$ cat src/rtl/lexington_pkg.sv
// Shared types, defaults and lane helpers for the data-bus router.
// Latency: none, only types and pure combinational functions.
// Backpressure: not applicable.
package lexington_pkg;

    typedef enum logic [1:0] {
        DBUS_BYTE = 2'd0,
        DBUS_HALF = 2'd1,
        DBUS_WORD = 2'd2
    } dbus_size_t;

    typedef enum logic {
        IDLE = 1'b0,
        WAIT = 1'b1
    } dbus_state_t;

    localparam int DEFAULT_DBUS_TIMEOUT = 255;

    // Any size code other than BYTE/HALF is handled as a word access.
    function automatic logic is_misaligned(input dbus_size_t size, input logic [1:0] a);
        case (size)
            DBUS_BYTE: is_misaligned = 1'b0;
            DBUS_HALF: is_misaligned = a[0];
            default:   is_misaligned = |a;
        endcase
    endfunction

    function automatic logic [3:0] byte_strobe(input dbus_size_t size, input logic [1:0] a);
        case (size)
            DBUS_BYTE: byte_strobe = 4'b0001 << a;
            DBUS_HALF: byte_strobe = 4'b0011 << {a[1], 1'b0};
            default:   byte_strobe = 4'b1111;
        endcase
    endfunction

    // Replicate the LSB-aligned store data onto every lane it may land on.
    function automatic logic [31:0] lane_data(input dbus_size_t size, input logic [31:0] d);
        case (size)
            DBUS_BYTE: lane_data = {4{d[7:0]}};
            DBUS_HALF: lane_data = {2{d[15:0]}};
            default:   lane_data = d;
        endcase
    endfunction

endpackage

$ cat src/rtl/dbus_decode.sv
// Region decoder: address -> hit, one-hot select, slave index, word offset.
// Latency: purely combinational.
// Backpressure: none; overlapping regions resolve to the lowest index.
module dbus_decode #(
    parameter int                    NUM_SLV       = 4,
    parameter logic [NUM_SLV*32-1:0] SLV_BASE      = {NUM_SLV{32'h0}},
    parameter logic [NUM_SLV*8-1:0]  SLV_SIZE_LOG2 = {NUM_SLV{8'd12}},
    parameter int                    IDX_W         = (NUM_SLV > 1) ? $clog2(NUM_SLV) : 1
) (
    input  logic [31:0]        i_addr,
    output logic               o_hit,
    output logic [NUM_SLV-1:0] o_sel,
    output logic [IDX_W-1:0]   o_idx,
    output logic [29:0]        o_offset
);

    logic [31:0] w_mask;

    // Scan from the top index down so the lowest matching region is written last.
    always_comb begin
        o_hit    = 1'b0;
        o_sel    = '0;
        o_idx    = '0;
        o_offset = '0;
        w_mask   = '0;
        for (int i = NUM_SLV - 1; i >= 0; i--) begin
            w_mask = (32'h1 << SLV_SIZE_LOG2[i*8 +: 8]) - 32'h1;
            if ((i_addr & ~w_mask) == (SLV_BASE[i*32 +: 32] & ~w_mask)) begin
                o_hit    = 1'b1;
                o_sel    = '0;
                o_sel[i] = 1'b1;
                o_idx    = IDX_W'(i);
                o_offset = i_addr[31:2] & w_mask[31:2];
            end
        end
    end

endmodule

$ cat src/rtl/dbus_router.sv
// LSU data-bus router: decode, strobes, misalign/access faults, wait tracking.
// Latency: zero-cycle completion when the slave is ready; otherwise held in WAIT.
// Backpressure: slv_busy raises dbus_wait; optional DBUS_TIMEOUT_EN bounds the wait.
module dbus_router
    import lexington_pkg::*;
#(
    parameter int                    NUM_SLV       = 4,
    parameter logic [NUM_SLV*32-1:0] SLV_BASE      = {NUM_SLV{32'h0}},
    parameter logic [NUM_SLV*8-1:0]  SLV_SIZE_LOG2 = {NUM_SLV{8'd12}},
    parameter int                    WAIT_TIMEOUT  = DEFAULT_DBUS_TIMEOUT
) (
    input  logic                    i_clk,
    input  logic                    i_rst_n,
    input  logic                    i_rd_en,
    input  logic                    i_wr_en,
    input  logic [31:0]             i_addr,
    input  logic [1:0]              i_size,
    input  logic [31:0]             i_wr_data,
    output logic [31:0]             o_rd_data,
    output logic                    o_dbus_wait,
    output logic                    o_dbus_err,
    output logic                    o_data_misaligned,
    output logic                    o_data_access_fault,
    output logic                    o_load_store_n,
    output logic [NUM_SLV-1:0]      o_slv_rd_en,
    output logic [NUM_SLV-1:0]      o_slv_wr_en,
    output logic [29:0]             o_slv_addr,
    input  logic [NUM_SLV*32-1:0]   i_slv_rd_data,
    input  logic [NUM_SLV-1:0]      i_slv_busy,
    input  logic [NUM_SLV-1:0]      i_slv_fault,
    output logic [31:0]             o_wr_data,
    output logic [3:0]              o_wr_strobe
);

    localparam int IDX_W = (NUM_SLV > 1) ? $clog2(NUM_SLV) : 1;

    if (NUM_SLV < 1 || NUM_SLV > 16 || WAIT_TIMEOUT < 1) begin : g_bad_params
        $error("dbus_router: parameter out of range");
    end

    dbus_state_t        r_state;
    logic [IDX_W-1:0]   r_idx;
`ifdef DBUS_TIMEOUT_EN
    localparam int CNT_W = $clog2(WAIT_TIMEOUT + 2);
    logic [CNT_W-1:0]   r_cnt;
`endif

    dbus_size_t         w_size;
    logic               w_req;
    logic               w_misal;
    logic               w_hit;
    logic [NUM_SLV-1:0] w_dec_sel;
    logic [IDX_W-1:0]   w_dec_idx;
    logic [29:0]        w_offset;
    logic [NUM_SLV-1:0] w_lat_sel;
    logic [NUM_SLV-1:0] w_en;
    logic [IDX_W-1:0]   w_cur_idx;
    logic [31:0]        w_rd_word;
    logic               w_wait;
    logic               w_afault;
    logic               w_mis;

    assign w_size  = dbus_size_t'(i_size);
    assign w_req   = i_rd_en | i_wr_en;
    assign w_misal = is_misaligned(w_size, i_addr[1:0]);

    dbus_decode #(
        .NUM_SLV       (NUM_SLV),
        .SLV_BASE      (SLV_BASE),
        .SLV_SIZE_LOG2 (SLV_SIZE_LOG2),
        .IDX_W         (IDX_W)
    ) u_decode (
        .i_addr   (i_addr),
        .o_hit    (w_hit),
        .o_sel    (w_dec_sel),
        .o_idx    (w_dec_idx),
        .o_offset (w_offset)
    );

    // Transaction control: pick the target slave and classify the cycle outcome.
    always_comb begin
        w_en      = '0;
        w_wait    = 1'b0;
        w_afault  = 1'b0;
        w_mis     = 1'b0;
        w_cur_idx = w_dec_idx;
        if (w_req) begin
            if (r_state == IDLE) begin
                if (w_misal) begin
                    w_mis = 1'b1;
                end else if (!w_hit) begin
                    w_afault = 1'b1;
                end else begin
                    w_en = w_dec_sel;
                    if (i_slv_fault[w_dec_idx]) begin
                        w_afault = 1'b1;
                    end else if (i_slv_busy[w_dec_idx]) begin
                        w_wait = 1'b1;
                    end
                end
            end else begin
                // Held request: stay on the slave that first stalled us.
                w_cur_idx = r_idx;
                w_en      = w_lat_sel;
                if (i_slv_fault[r_idx]) begin
                    w_afault = 1'b1;
                end else if (i_slv_busy[r_idx]) begin
`ifdef DBUS_TIMEOUT_EN
                    if (r_cnt == CNT_W'(WAIT_TIMEOUT)) begin
                        w_en     = '0;
                        w_afault = 1'b1;
                    end else begin
                        w_wait = 1'b1;
                    end
`else
                    w_wait = 1'b1;
`endif
                end
            end
        end
    end

    // Latched-slave one-hot and read-data mux for the slave currently addressed.
    always_comb begin
        w_lat_sel = '0;
        w_rd_word = '0;
        for (int i = 0; i < NUM_SLV; i++) begin
            if (r_idx == IDX_W'(i)) begin
                w_lat_sel[i] = 1'b1;
            end
            if (w_cur_idx == IDX_W'(i)) begin
                w_rd_word = i_slv_rd_data[i*32 +: 32];
            end
        end
    end

    assign o_slv_rd_en         = w_en & {NUM_SLV{~i_wr_en}};
    assign o_slv_wr_en         = w_en & {NUM_SLV{i_wr_en}};
    assign o_slv_addr          = (|w_en) ? w_offset : '0;
    assign o_rd_data           = (|o_slv_rd_en) ? w_rd_word : '0;
    assign o_wr_strobe         = (|o_slv_wr_en) ? byte_strobe(w_size, i_addr[1:0]) : '0;
    assign o_wr_data           = (|o_slv_wr_en) ? lane_data(w_size, i_wr_data) : '0;
    assign o_dbus_wait         = w_wait;
    assign o_data_misaligned   = w_mis;
    assign o_data_access_fault = w_afault;
    assign o_dbus_err          = w_mis | w_afault;
    assign o_load_store_n      = (w_mis | w_afault) & ~i_wr_en;

    // State, latched slave index and wait counter; any non-wait cycle in WAIT ends it.
    always_ff @(posedge i_clk) begin
        if (!i_rst_n) begin
            r_state <= IDLE;
            r_idx   <= '0;
`ifdef DBUS_TIMEOUT_EN
            r_cnt   <= '0;
`endif
        end else if (r_state == IDLE) begin
            if (w_wait) begin
                r_state <= WAIT;
                r_idx   <= w_dec_idx;
`ifdef DBUS_TIMEOUT_EN
                r_cnt   <= '0;
`endif
            end
        end else begin
            if (!w_wait) begin
                r_state <= IDLE;
            end
`ifdef DBUS_TIMEOUT_EN
            else if (r_cnt != '1) begin
                r_cnt <= r_cnt + 1'b1;
            end
`endif
        end
    end

endmodule

$ cat config.mk
export PLATFORM = sky130hd
export DESIGN_NAME = dbus_router
export DESIGN_NICKNAME = d
export VERILOG_FILES = /design/src/rtl/lexington_pkg.sv /design/src/rtl/dbus_decode.sv /design/src/rtl/dbus_router.sv
export SDC_FILE = /design/constraint.sdc
export NUM_CORES = 1
export LEC_CHECK = 0
export BUFFER_PORTS_ARGS = -buffer_cell sky130_fd_sc_hd__buf_2
export CORE_AREA = 2 2 123 125
export DETAILED_ROUTE_END_ITERATION = 8
export DIE_AREA = 0 0 125 127
export GPL_TIMING_DRIVEN = 0
export PLACE_DENSITY = 0.39
export SLEW_MARGIN = 20
export SYNTH_ARGS = -nofsm -noshare
export SYNTH_HDL_FRONTEND = slang
export SYNTH_SLANG_ARGS = --single-unit
export TNS_END_PERCENT = 50
$ cat constraint.sdc
create_clock -name i_clk -period 3.42 [get_ports i_clk]
set_input_delay 0.171 -clock i_clk [delete_from_list [all_inputs] [get_ports i_clk]]
set_output_delay 0.171 -clock i_clk [all_outputs]
set_load 0.01 [all_outputs]
# After elaboration in Yosys (flattened, before gate mapping)
# Cells that the tools add are included.
dict set report op_classes {
  reduce_logical 6
  shift 2
  bitwise 6
  eq_ne 1
  muxes 29
}
# cell count
set ops {}
lappend ops {{32-bit 2-to-1 mux} 2}
lappend ops {{32-bit one-hot mux with 2 select lines} 1}
lappend ops {{32-bit zero test} 1}
lappend ops {{30-bit 2-to-1 mux} 1}
lappend ops {{4-bit 2-to-1 mux} 5}
lappend ops {{1-bit 2-to-1 mux} 17}
lappend ops {{4-bit OR reduction} 3}
lappend ops {{10-bit 2-to-1 mux} 1}
lappend ops {{4-bit AND} 2}
lappend ops {{4-bit one-hot mux with 2 select lines} 1}
lappend ops {{1-bit by 2-bit left shift with 4-bit output (first input constant)} 1}
lappend ops {{2-bit by 2-bit left shift with 4-bit output (first input constant)} 1}
lappend ops {{2-bit by 1-bit == test with 1-bit output (second input constant)} 1}
lappend ops {{2-bit zero test} 1}
lappend ops {{1-bit bitwise OR} 2}
lappend ops {{1-bit one-hot mux with 2 select lines} 1}
lappend ops {{2-bit OR reduction} 1}
lappend ops {{1-bit AND} 1}
lappend ops {{1-bit inverter} 1}
dict set report word_totals {
  out_inout_bits 111
  in_bits 206
  reg_bits 1
}

# Longest topological paths before layout
# Gate-level depths: netlist (run 1).
dict set report logic_depth {
  depth_word 9
  ltp_mapped 6
  depth_no_buf 4
}

# Cells and area by module
# A second synthesis (run 1) with hierarchy kept.
dict set report hier_totals {
  cells_unflattened 445
  hier_area_um2 3424.5
}
# mod area_per_inst_um2 cells_per_inst n_inst
set modules_own_cells {}
lappend modules_own_cells {dbus_router 2965.3 386 1}
lappend modules_own_cells {dbus_decode 459.2 59 1}

# Least setup slack after synthesis (run 1)
# No wires, ideal clock.
dict set report synth_timing {
  path_kind {input to output}
  from {in i_addr[22]}
  to {out o_wr_data[15]}
  cell_stages 5
  path_slack_ns 1.710
  arrival_time_ns 1.539
  n_path_buf 2
  path_cell_list {or4_4 -> o21a_1 -> buf_6 -> buf_2 -> nor3b_1}
}
dict set report synth_via {
  elab_chain_len 9
}
# element line
set synth_rtl {}
lappend synth_rtl {{start: declaration} dbus_router.sv:16} ;# input logic [31:0] i_addr,
lappend synth_rtl {{32-bit zero test (*)} dbus_decode.sv:28} ;# if ((i_addr & ~w_mask) == (SLV_BASE[i*32 +: 32] & ~w_mask)) begin
lappend synth_rtl {{1-bit 2-to-1 mux} dbus_decode.sv:28}
lappend synth_rtl {{4-bit 2-to-1 mux (*)} dbus_router.sv:91} ;# end else if (!w_hit) begin
lappend synth_rtl {{4-bit 2-to-1 mux (*)} dbus_router.sv:89} ;# if (w_misal) begin
lappend synth_rtl {{4-bit 2-to-1 mux (*)} dbus_router.sv:88} ;# if (r_state == IDLE) begin
lappend synth_rtl {{4-bit 2-to-1 mux (*)} dbus_router.sv:87} ;# if (w_req) begin
lappend synth_rtl {{4-bit AND (*)} dbus_router.sv:138} ;# assign o_slv_wr_en = w_en & {NUM_SLV{i_wr_en}};
lappend synth_rtl {{4-bit OR reduction (*)} dbus_router.sv:142} ;# assign o_wr_data = (|o_slv_wr_en) ? lane_data(w_size, i_wr_data) : '0;
lappend synth_rtl {{32-bit 2-to-1 mux (*)} dbus_router.sv:142}
lappend synth_rtl {{end: declaration} dbus_router.sv:31} ;# output logic [31:0] o_wr_data,
# Mark *: on every way between the ends. The rest lies on a longest branch, timed or not.

# Worst setup path after layout (run 1)
dict set report layout_timing {
  from {in i_size[1]}
  to {out o_wr_data[7]}
}
dict set report layout_via {
  elab_chain_len 8
}
# element line
set layout_rtl {}
lappend layout_rtl {{start: declaration} dbus_router.sv:17} ;# input logic [1:0] i_size,
lappend layout_rtl {{2-bit by 1-bit == test with 1-bit output / 2-bit zero test (equally long branches)} lexington_pkg.sv:21} ;# case (size)
lappend layout_rtl {{1-bit one-hot mux with 2 select lines (*)} lexington_pkg.sv:21}
lappend layout_rtl {{4-bit 2-to-1 mux (*)} dbus_router.sv:89}
lappend layout_rtl {{4-bit 2-to-1 mux (*)} dbus_router.sv:88}
lappend layout_rtl {{4-bit 2-to-1 mux (*)} dbus_router.sv:87}
lappend layout_rtl {{4-bit AND (*)} dbus_router.sv:138}
lappend layout_rtl {{4-bit OR reduction (*)} dbus_router.sv:142}
lappend layout_rtl {{32-bit 2-to-1 mux (*)} dbus_router.sv:142}
# Marked as above.

==> flow_summary_export.csv, run 1 <==
group,metric,value,unit
global_route,grt_pass1_vias,2335,
clock_tree,hold_buffers,0,
worst_hold_path,whs_path_depth,2,
detailed_routing,route.antenna.remaining_nets,0,
clock_tree,clkLatencyLatePin,0,ns
global_route,gr-usage-met3,2.43,%
worst_hold_path,min_path_type,"in2reg",
detailed_routing,viasPerCell,3.89,
sta,setup_tns,0,ns
layout,largest_register,"r_state",
floorplan,die_x,125,microns
sta,hold_viol_final,0,
floorplan,die_h,127,microns
layout,drive_above_1_share,62.5,%
layout,fillCellCount,1651,
sta,finalMaxSlewViolations,0,
run_status,status,"completed",
worst_setup_path,cp-start-kind,"primary input",
detailed_routing,vias,2356,
synthesis,async_reset_ff_share,0,%
global_route,grt_pass1_wl,11.9,mm
power_and_ir_drop,power,0.233,mW
floorplan,std_cell_rows,44,
floorplan,dieArea,15900,sq um
power_and_ir_drop,worst_ir_drop_vdd,0.0241,mV
synthesis,synth-edff-count,0,
global_route,grt_start_max_net_pins,11,
detailed_routing,drtPass1Iterations,4,
sta,max_slew.worst_pin.slew,0.785,ns
floorplan,initial_core_util,11.4,%
placed_design,gp_congestion,0.768,
sta,fin_crit,2.33,ns
sta,max_freq,0.429,GHz
global_route,top_usage_layer,"met2",
sta,slew_headroom,47.7,%
layout,largest_reg_flops,1,
layout,antennaDiodeCount,0,
worst_setup_path,end_kind,"output pin",
placed_design,dp.cells,605,
power_and_ir_drop,leakagePower,1.49,nW
layout,regArea,20.0,sq um
clock_tree,postCtsSetupBuffers,0,
floorplan,pin_count,317,
power_and_ir_drop,powerDensity,80.1,nW/um^2
synthesis,ys.flop_type,"dfxtp_1",
synthesis,yosys_warnings,0,
layout,multi_input_area,1380,sq um
synthesis,syn_area_per_cell,7.93,sq um
sta,final.period_utilization,68.1,%
synthesis,yosysUniqueCellTypes,31,
layout,reg_top3,"r_state (1)",
sta,fin_skew,0,ns
floorplan,core_area,14400,sq um
placed_design,io_buffers,188,
detailed_routing,drc_errors,0,
global_route,met2_usage,19.2,%
layout,syn_to_final_growth,76.7,%
worst_setup_path,r2r_cells,3,
global_route,grt_overflow,0,
sta,rsz0062_at_grt,"no",
synthesis,ys_seq_area_share,1.21,%
detailed_routing,route.detailed.wl_per_inst,13.8,microns
job,maxCapViolations,0,
global_route,use_met1,9.81,%
synthesis,ys_ff_latch,1,
detailed_routing,totalWireLength,8.34,mm
detailed_routing,drt_iter0_drc,28,
worst_setup_path,arrival,2.16,ns
global_route,grt_util_all_layers,9.30,%
worst_setup_path,critPathKind,"in2out",
clock_tree,cts.clk_slew.worst_paths,0,ns
synthesis,syn_inst,208,
global_route,grt_antenna_before_repair,0,
layout,finalNonFillerCells,605,
sta,setup_viol,0,
synthesis,syn-cell-area,1650,sq um
layout,finalNetCount,629,
worst_setup_path,critPathMaxFanout,10,
clock_tree,cts-resized-gates,0,
worst_setup_path,cp_data_required_time,3.25,ns
placed_design,hpwl,7.39,mm
## placed cells by master (no fill, tap or decap), drive strengths merged
cell	netlist	final
inv	3	3
o21ai	3	3
mux2	1	1
nand2	3	3
o21a	1	1
nand4	1	1
nor4	6	6
nand3	1	1
nor3	28	28
mux2i	23	23
or4	1	1
nor4b	32	32
buf	41	229
nand2b	2	2
dfxtp	1	1
o32ai	2	2
a21oi	11	11
and4	1	1
o32a	1	1
nor3b	10	10
nor2	17	17
clkbuf	8	8
conb	1	26
and2	10	10
## synthesized netlist by cell type, types with 3 or more instances
| library cell | number | share of area (%) |
|---|---|---|
| buf_2 | 8 | 2.4 |
| mux2i_1 | 23 | 14 |
| nor3b_1 | 10 | 4.6 |
| and2_1 | 10 | 3.8 |
| nor3_1 | 27 | 8.2 |
| o21ai_0 | 3 | 0.91 |
| a21oi_1 | 11 | 3.3 |
| buf_4 | 26 | 12 |
| nor4b_2 | 31 | 28 |
| clkbuf_1 | 8 | 1.8 |
| nand2_1 | 3 | 0.68 |
| buf_6 | 5 | 3.4 |
| nor4_1 | 5 | 1.9 |
| nor2_1 | 17 | 3.9 |
| inv_1 | 3 | 0.68 |
## worst max-delay path, stage by stage
cell and delay [ns]:
buf_2 0.11, a21oi_1 0.44, o32a_1 0.31, nand2_1 0.25, clkbuf_1 0.34, nor3b_1 0.34, buf_2 0.19
## area by class of cell
type                       count  share of cell area [%]
multi-input combinational    180                    47.4
sequential                     1                   0.687
inverter                       3                   0.386
timing repair buffer         188                    32.3
tap                          184                    7.90
buffer                        49                    11.3
## stage by stage
| stage | utilization [%] | setup slack (ns) | cell area (sq um) | hold slack (ns) |
|---|---|---|---|---|
| floorplan | - | 1.71 | 1740 | 0.241 |
| global placement | 20.2 | 1.02 | 2910 | 0.378 |
| detailed placement | 20.2 | 0.996 | 2910 | 0.386 |
| CTS | 20.2 | 0.992 | 2910 | 0.386 |
| global route | 20.2 | 0.935 | 2910 | 0.409 |
| finish | 20.2 | 1.09 | 2910 | 0.383 |
## power by group
part	internal, mW	switching [mW]	leakage [nW]
logic	0.102	0.119	1.48
registers	0.0119	0.00000000298	0.00805
clock network	0	0	0
## path summary, 6_finish.rpt
path | start | endpoint | slack (ns)
hold / removal | i_slv_fault[0] | r_state | 0.38
setup / recovery | i_size[1] | o_wr_data[7] | 1.09
hold reg to reg | r_state | r_state | 1.08
setup reg to reg | r_state | r_state | 1.79
## layer usage
layer  vias to the layer above  wire, microns
met5                         -              0
met4                         0             14
met3                         2            933
met2                       168           4200
met1                      1043           3190
li1                       1143              -
## kinds of logic after synthesis
family          count (synthesis)  share of synthesized area (%)
simple gates                  112                           55.8
compound gates                 18                           7.51
mux                            24                           14.6
other cells                     1                          0.227
buf+inv                        52                           20.6
flops                           1                           1.21
Power figures use the tool's default switching activity.
==> run 2, diff against run 1 <==
--- a/config.mk
+++ b/config.mk
@@ -5,12 +5,13 @@
 export SDC_FILE = /design/constraint.sdc
 export NUM_CORES = 1
 export LEC_CHECK = 0
+export ABC_AREA = 1
 export BUFFER_PORTS_ARGS = -buffer_cell sky130_fd_sc_hd__buf_2
-export CORE_AREA = 2 2 123 125
+export CORE_AREA = 2 2 122 124
 export DETAILED_ROUTE_END_ITERATION = 8
-export DIE_AREA = 0 0 125 127
+export DIE_AREA = 0 0 124 126
 export GPL_TIMING_DRIVEN = 0
-export PLACE_DENSITY = 0.39
+export PLACE_DENSITY = 0.38
 export SLEW_MARGIN = 20
 export SYNTH_ARGS = -nofsm -noshare
 export SYNTH_HDL_FRONTEND = slang
==> constraint.sdc (replaced) <==
create_clock -name i_clk -period 1.9 [get_ports i_clk]
set_input_delay 0.095 -clock i_clk [delete_from_list [all_inputs] [get_ports i_clk]]
set_output_delay 0.095 -clock i_clk [all_outputs]
set_load 0.01 [all_outputs]
==> run 2 against run 1 <==
  * Via count shrank 2.9%
  * Global-route usage fell by 0.26 points
  * Area after synthesis decreased by 26%
  * Routed wire length down 7.5%
  * Register-to-register slack got worse by 0.88 ns
  * Combinational power is 51% higher
  * First-iteration DRC count grew 140%
  * Die area is 1.6% lower
  * Worst hold slack got worse by 0.018 ns
  * Sequential power rose by 80%
  * Utilization decreased by 2.7 points
==> flow_summary_export.csv, run 2 <==
group,metric,value,unit
floorplan,dieArea,15600,sq um
synthesis,syn-cell-area,1230,sq um
sta,final.period_utilization,90.7,%
worst_setup_path,cp_data_required_time,1.80,ns
worst_setup_path,path_common_cell,"buf_2",
clock_tree,cts.clk_slew.worst_paths,0,ns
synthesis,ys_ff_latch,1,
sta,rsz0062_at_grt,"yes",
synthesis,yosys_warnings,0,
synthesis,syn_inst,267,
sta,max_freq,0.580,GHz
global_route,grt_pass1_wl,11.2,mm
clock_tree,hold_buffers,0,
floorplan,core_area,14300,sq um
layout,largest_reg_flops,1,
synthesis,yosysTopAreaCell,"nor2_1",
synthesis,async_reset_ff_share,0,%
detailed_routing,drt_iter0_drc,68,
clock_tree,clkLatencyLatePin,0,ns
sta,finalMaxSlewViolations,0,
worst_setup_path,setup.worst_path.start,"i_size[1]",
detailed_routing,route.antenna.remaining_nets,0,
worst_setup_path,end_kind,"output pin",
worst_setup_path,arrival,1.63,ns
detailed_routing,route.detailed.wl_per_inst,11.6,microns
synthesis,ys.flop_type,"dfxtp_1",
worst_setup_path,critPathMaxFanout,10,
run_status,status,"completed",
synthesis,synthTopCellsByCount,"nor2_1 (105), inv_1 (48), buf_4 (26)",
power_and_ir_drop,powerDensity,142,nW/um^2
worst_setup_path,path_cells,"buf_2 > inv_2 > nand2_4 > o21ai_2 > a21oi_4 > nand3_2 > buf_2 > nor2_1 > buf_2",
worst_setup_path,critPathBufInv,4,
placed_design,gp_congestion,0.708,
global_route,grt_pass1_vias,2182,
layout,mostFrequentLayoutCells,"buf_2 (195), nor2_1 (105), inv_1 (48)",
synthesis,syn_area_per_cell,4.60,sq um
layout,largest_register,"r_state",
detailed_routing,viasPerCell,3.43,
synthesis,synth.area.top_cells,"nor2_1 (32%), buf_4 (16%), inv_1 (15%)",
layout,drive_above_1_share,47.7,%
synthesis,yosysMostFrequentCell,"nor2_1",
job,maxCapViolations,0,
global_route,grt_util_all_layers,9.04,%
worst_hold_path,hold_path_startpoint,"i_rst_n",
layout,fillCellCount,1708,
synthesis,yosysUniqueCellTypes,23,
layout,antennaDiodeCount,0,
floorplan,die_x,124,microns
detailed_routing,vias,2287,
worst_hold_path,min_path_type,"in2reg",
worst_setup_path,critical-path-top-delay-family,"buffers and inverters",
sta,fin_crit,1.72,ns
synthesis,synth-edff-count,0,
power_and_ir_drop,leakagePower,1.74,nW
layout,utilization,17.5,%
floorplan,std_cell_rows,44,
layout,syn_to_final_growth,104,%
global_route,grt_overflow,0,
worst_setup_path,cp_slowest_cell,"buf_2",
worst_setup_path,critPathKind,"in2out",
power_and_ir_drop,power,0.356,mW
layout,finalNetCount,690,
detailed_routing,drc_errors,0,
global_route,grt_antenna_before_repair,2,
synthesis,synth.top_cell.area_share,32.1,%
sta,setup_viol,0,
floorplan,pin_count,317,
detailed_routing,drtPass1Iterations,4,
layout,multi_input_area,861,sq um
worst_setup_path,cp-start-kind,"primary input",
detailed_routing,totalWireLength,7.72,mm
power_and_ir_drop,worst_ir_drop_vdd,0.0442,mV
global_route,grt_start_max_net_pins,11,
worst_setup_path,critPathMaxStageDelay,0.27,ns
worst_setup_path,reg2reg_from,"r_state",
synthesis,ys_seq_area_share,1.63,%
sta,hold_viol_final,0,
placed_design,hpwl,7.03,mm
sta,setup_tns,0,ns
layout,reg_top3,"r_state (1)",
floorplan,die_h,126,microns
layout,final_common_cell,"buf_2",
placed_design,io_buffers,188,
sta,fin_skew,0,ns
floorplan,initial_core_util,8.58,%
layout,regArea,20.0,sq um
-- run 2: stage by stage --
stage,worst slack (ns),area [sq um],hold slack [ns],instances
after floorplan,0.624,1320,0.228,292
after global placement,-0.0513,2490,0.365,664
after detailed placement,0.0614,2490,0.367,664
after CTS,0.0430,2490,0.368,664
after global routing,-0.00780,2510,0.372,666
final,0.177,2510,0.365,666
-- run 2: logic make-up after synthesis --
logic type	Yosys count	synth area share (%)
buffers and inverters	89	35.9
other	1	0.306
and+or+nand+nor	137	44.2
DFF	1	1.63
AOI/OAI and AO/OA	39	17.9
-- run 2: cell type report --
cell class                      instances  area share, %
Buffer                                 38           9.93
Timing Repair Buffer                  190           38.1
Sequential cell                         1          0.798
Tap cell                              184           9.18
Inverter                               51           7.63
Multi-Input combinational cell        202           34.3
-- run 2: per-layer routing --
| metal | track usage (%) | part of all wire [%] |
|---|---|---|
| met1 | 11.1 | 42 |
| met2 | 17.1 | 48 |
| met3 | 1.54 | 10 |
| met4 | 0.330 | 0.49 |
| met5 | 0 | 0.35 |
-- run 2: path summary, 6_finish.rpt --
kind	endpoint	slack, ns	cells after the start
worst max-delay path	o_wr_data[7]	0.18	9
worst min register to register	r_state	0.73	4
worst min-delay path	r_state	0.36	2
worst max register to register	r_state	0.91	5
-- run 2: where the power goes --
group / leakage (nW) / internal, mW / total (mW) / switching, mW
Combinational: 1.73 / 0.161 / 0.334 / 0.174
Clock: 0 / 0 / 0 / 0
Sequential: 0.00805 / 0.0214 / 0.0214 / 0.000000000661
-- run 2: what timing repair did --
item,4_1_cts,5_1_grt
setup endpoints to repair,0,40
gates resized for setup,0,1
endpoints found under the hold margin,0,0
buffers inserted,0,2
==> run 3, diff against run 2 <==
--- a/config.mk
+++ b/config.mk
@@ -7,11 +7,11 @@
 export LEC_CHECK = 0
 export ABC_AREA = 1
 export BUFFER_PORTS_ARGS = -buffer_cell sky130_fd_sc_hd__buf_2
-export CORE_AREA = 2 2 122 124
+export CORE_AREA = 2 2 123 125
 export DETAILED_ROUTE_END_ITERATION = 8
-export DIE_AREA = 0 0 124 126
+export DIE_AREA = 0 0 125 127
 export GPL_TIMING_DRIVEN = 0
-export PLACE_DENSITY = 0.38
+export PLACE_DENSITY = 0.36
 export SLEW_MARGIN = 20
 export SYNTH_ARGS = -nofsm -noshare
 export SYNTH_HDL_FRONTEND = slang
==> constraint.sdc (replaced) <==
create_clock -name i_clk -period 1.7 [get_ports i_clk]
set_input_delay 0.085 -clock i_clk [delete_from_list [all_inputs] [get_ports i_clk]]
set_output_delay 0.085 -clock i_clk [all_outputs]
set_load 0.01 [all_outputs]
==> run 3 against run 2 <==
  * Utilization rose by 0.25 points
  * Final area is 2.2% higher
  * First-iteration DRC count down 40%
  * Flip-flop and latch count is the same
  * Routed wire length decreased by 0.35%
  * Cell count did not move
  * Critical path depth grew 2
  * Global-route usage down 0.34 points
  * Critical path type unchanged
  * Largest cell class unchanged
==> flow_summary_export.csv, run 3 (synthesized netlist as in run 2, its figures left out) <==
group,metric,value,unit
detailed_routing,totalWireLength,7.69,mm
layout,utilization,17.8,%
placed_design,gp_congestion,0.866,
detailed_routing,met2WireLength,3.76,mm
sta,setup_viol,0,
worst_hold_path,whs_path_depth,2,
sta,fin_crit,1.54,ns
layout,multi_input_area,911,sq um
floorplan,std_cell_rows,44,
detailed_routing,drtPass1Iterations,4,
detailed_routing,wl_met1,3.41,mm
worst_hold_path,holdPathEnd,"r_state",
global_route,grt_pass1_wl,11.5,mm
worst_setup_path,end_kind,"output pin",
worst_setup_path,reg2reg_from,"r_state",
layout,reg_top3,"r_state (1)",
layout,antennaDiodeCount,0,
layout,syn_to_final_growth,109,%
detailed_routing,route.detailed.wl_per_inst,11.6,microns
worst_setup_path,rr_endpoint,"r_state",
global_route,grt_pass1_vias,2228,
power_and_ir_drop,worst_ir_drop_vdd,0.0687,mV
detailed_routing,wl_met3,506,microns
worst_setup_path,cp-start-kind,"primary input",
placed_design,hpwl,6.92,mm
worst_setup_path,r2r_cells,5,
sta,fin_ws,0.157,ns
layout,regArea,20.0,sq um
sta,rsz0062_at_grt,"yes",
sta,finalMaxSlewViolations,0,
layout,drive_above_1_share,49.2,%
clock_tree,hold_buffers,0,
floorplan,dieArea,15900,sq um
placed_design,place_ws,-0.0285,ns
sta,final.period_utilization,90.8,%
layout,final_common_cell,"buf_2",
detailed_routing,drt_iter0_drc,41,
layout,finalNetCount,690,
worst_setup_path,cp_data_required_time,1.62,ns
power_and_ir_drop,power,0.398,mW
placed_design,dp.cells,664,
floorplan,die_h,127,microns
global_route,grt_antenna_before_repair,0,
detailed_routing,dr.max_layer_used,"met4",
sta,max_slew.worst_pin.slew,0.589,ns
global_route,grt_util_all_layers,8.70,%
placed_design,io_buffers,188,
worst_setup_path,regToRegSetupSlack,0.68,ns
worst_hold_path,min_path_type,"in2reg",
worst_setup_path,arrival,1.46,ns
run_status,status,"completed",
floorplan,die_x,125,microns
global_route,grt_start_max_net_pins,11,
global_route,grt_overflow,0,
detailed_routing,viasPerCell,3.50,
worst_setup_path,critPathKind,"in2out",
power_and_ir_drop,leakagePower,1.74,nW
floorplan,pin_count,317,
clock_tree,clkLatencyLatePin,0,ns
sta,max_freq,0.648,GHz
sta,hold_viol_final,0,
sta,fin_skew,0,ns
job,maxCapViolations,0,
layout,fillCellCount,1707,
detailed_routing,vias,2328,
worst_hold_path,hold_path_startpoint,"i_rst_n",
layout,mostFrequentLayoutCells,"buf_2 (194), nor2_1 (101), inv_1 (48)",
floorplan,initial_core_util,8.51,%
detailed_routing,drc_errors,0,
layout,finalNonFillerCells,666,
floorplan,core_area,14400,sq um
layout,largest_reg_flops,1,
detailed_routing,route.antenna.remaining_nets,0,
sta,slew_headroom,60.4,%
clock_tree,cts.clk_slew.worst_paths,0,ns
layout,largest_register,"r_state",
power_and_ir_drop,powerDensity,155,nW/um^2
worst_setup_path,critPathMaxFanout,10,
run 3: report_power, final:
part           switching (mW)  internal, mW
Clock                       0             0
Sequential     0.000000000748        0.0239
Combinational           0.194         0.180
run 3: layer usage:
| layer | vias up | GRT usage, % |
|---|---|---|
| li1 | 1179 | - |
| met1 | 1032 | 11.6 |
| met2 | 115 | 16.0 |
| met3 | 2 | 1.05 |
| met4 | 0 | 0.131 |
| met5 | - | 0 |
run 3: how the worst max path moves through the flow:
stage	slack, ns	depth (start not counted)	endpoint	from
after floorplan	0.44	7	o_rd_data[10]	r_state
after global placement	-0.03	9	o_wr_data[25]	i_size[1]
after detailed placement	-0.03	9	o_wr_data[25]	i_size[1]
after CTS	0.03	11	o_rd_data[23]	i_size[1]
after global routing	0.007	12	o_rd_data[29]	i_addr[17]
final	0.16	11	o_rd_data[29]	i_size[1]
run 3: metrics by stage:
step	area (sq um)	hold slack, ns	setup TNS, ns
floorplan	1320	0.208	0
global placement	2490	0.359	-0.0319
detailed placement	2490	0.360	-0.0285
CTS	2500	0.360	0
global route	2560	0.390	0
finish	2560	0.357	0
run 3: final cells by class:
cell class                      count  share of cell area (%)
Timing Repair Buffer              190                    37.3
Tap cell                          184                    8.98
Buffer                             38                    9.81
Inverter                           51                    7.57
Sequential cell                     1                   0.781
Multi-Input combinational cell    202                    35.5
run 3: critical path: stages:
cell and delay [ns]:
buf_2 0.15, inv_4 0.08, nand2_8 0.11, o21ai_4 0.08, a21oi_4 0.20, nand2_1 0.11
nor2_4 0.14, inv_2 0.07, clkbuf_4 0.18, nor2_1 0.11, buf_2 0.15
run 3: timing repair:
item	in CTS	in global routing
endpoints found under the setup margin	1	60
buffers inserted	0	2
pin swaps	0	4
gates resized for setup	2	12
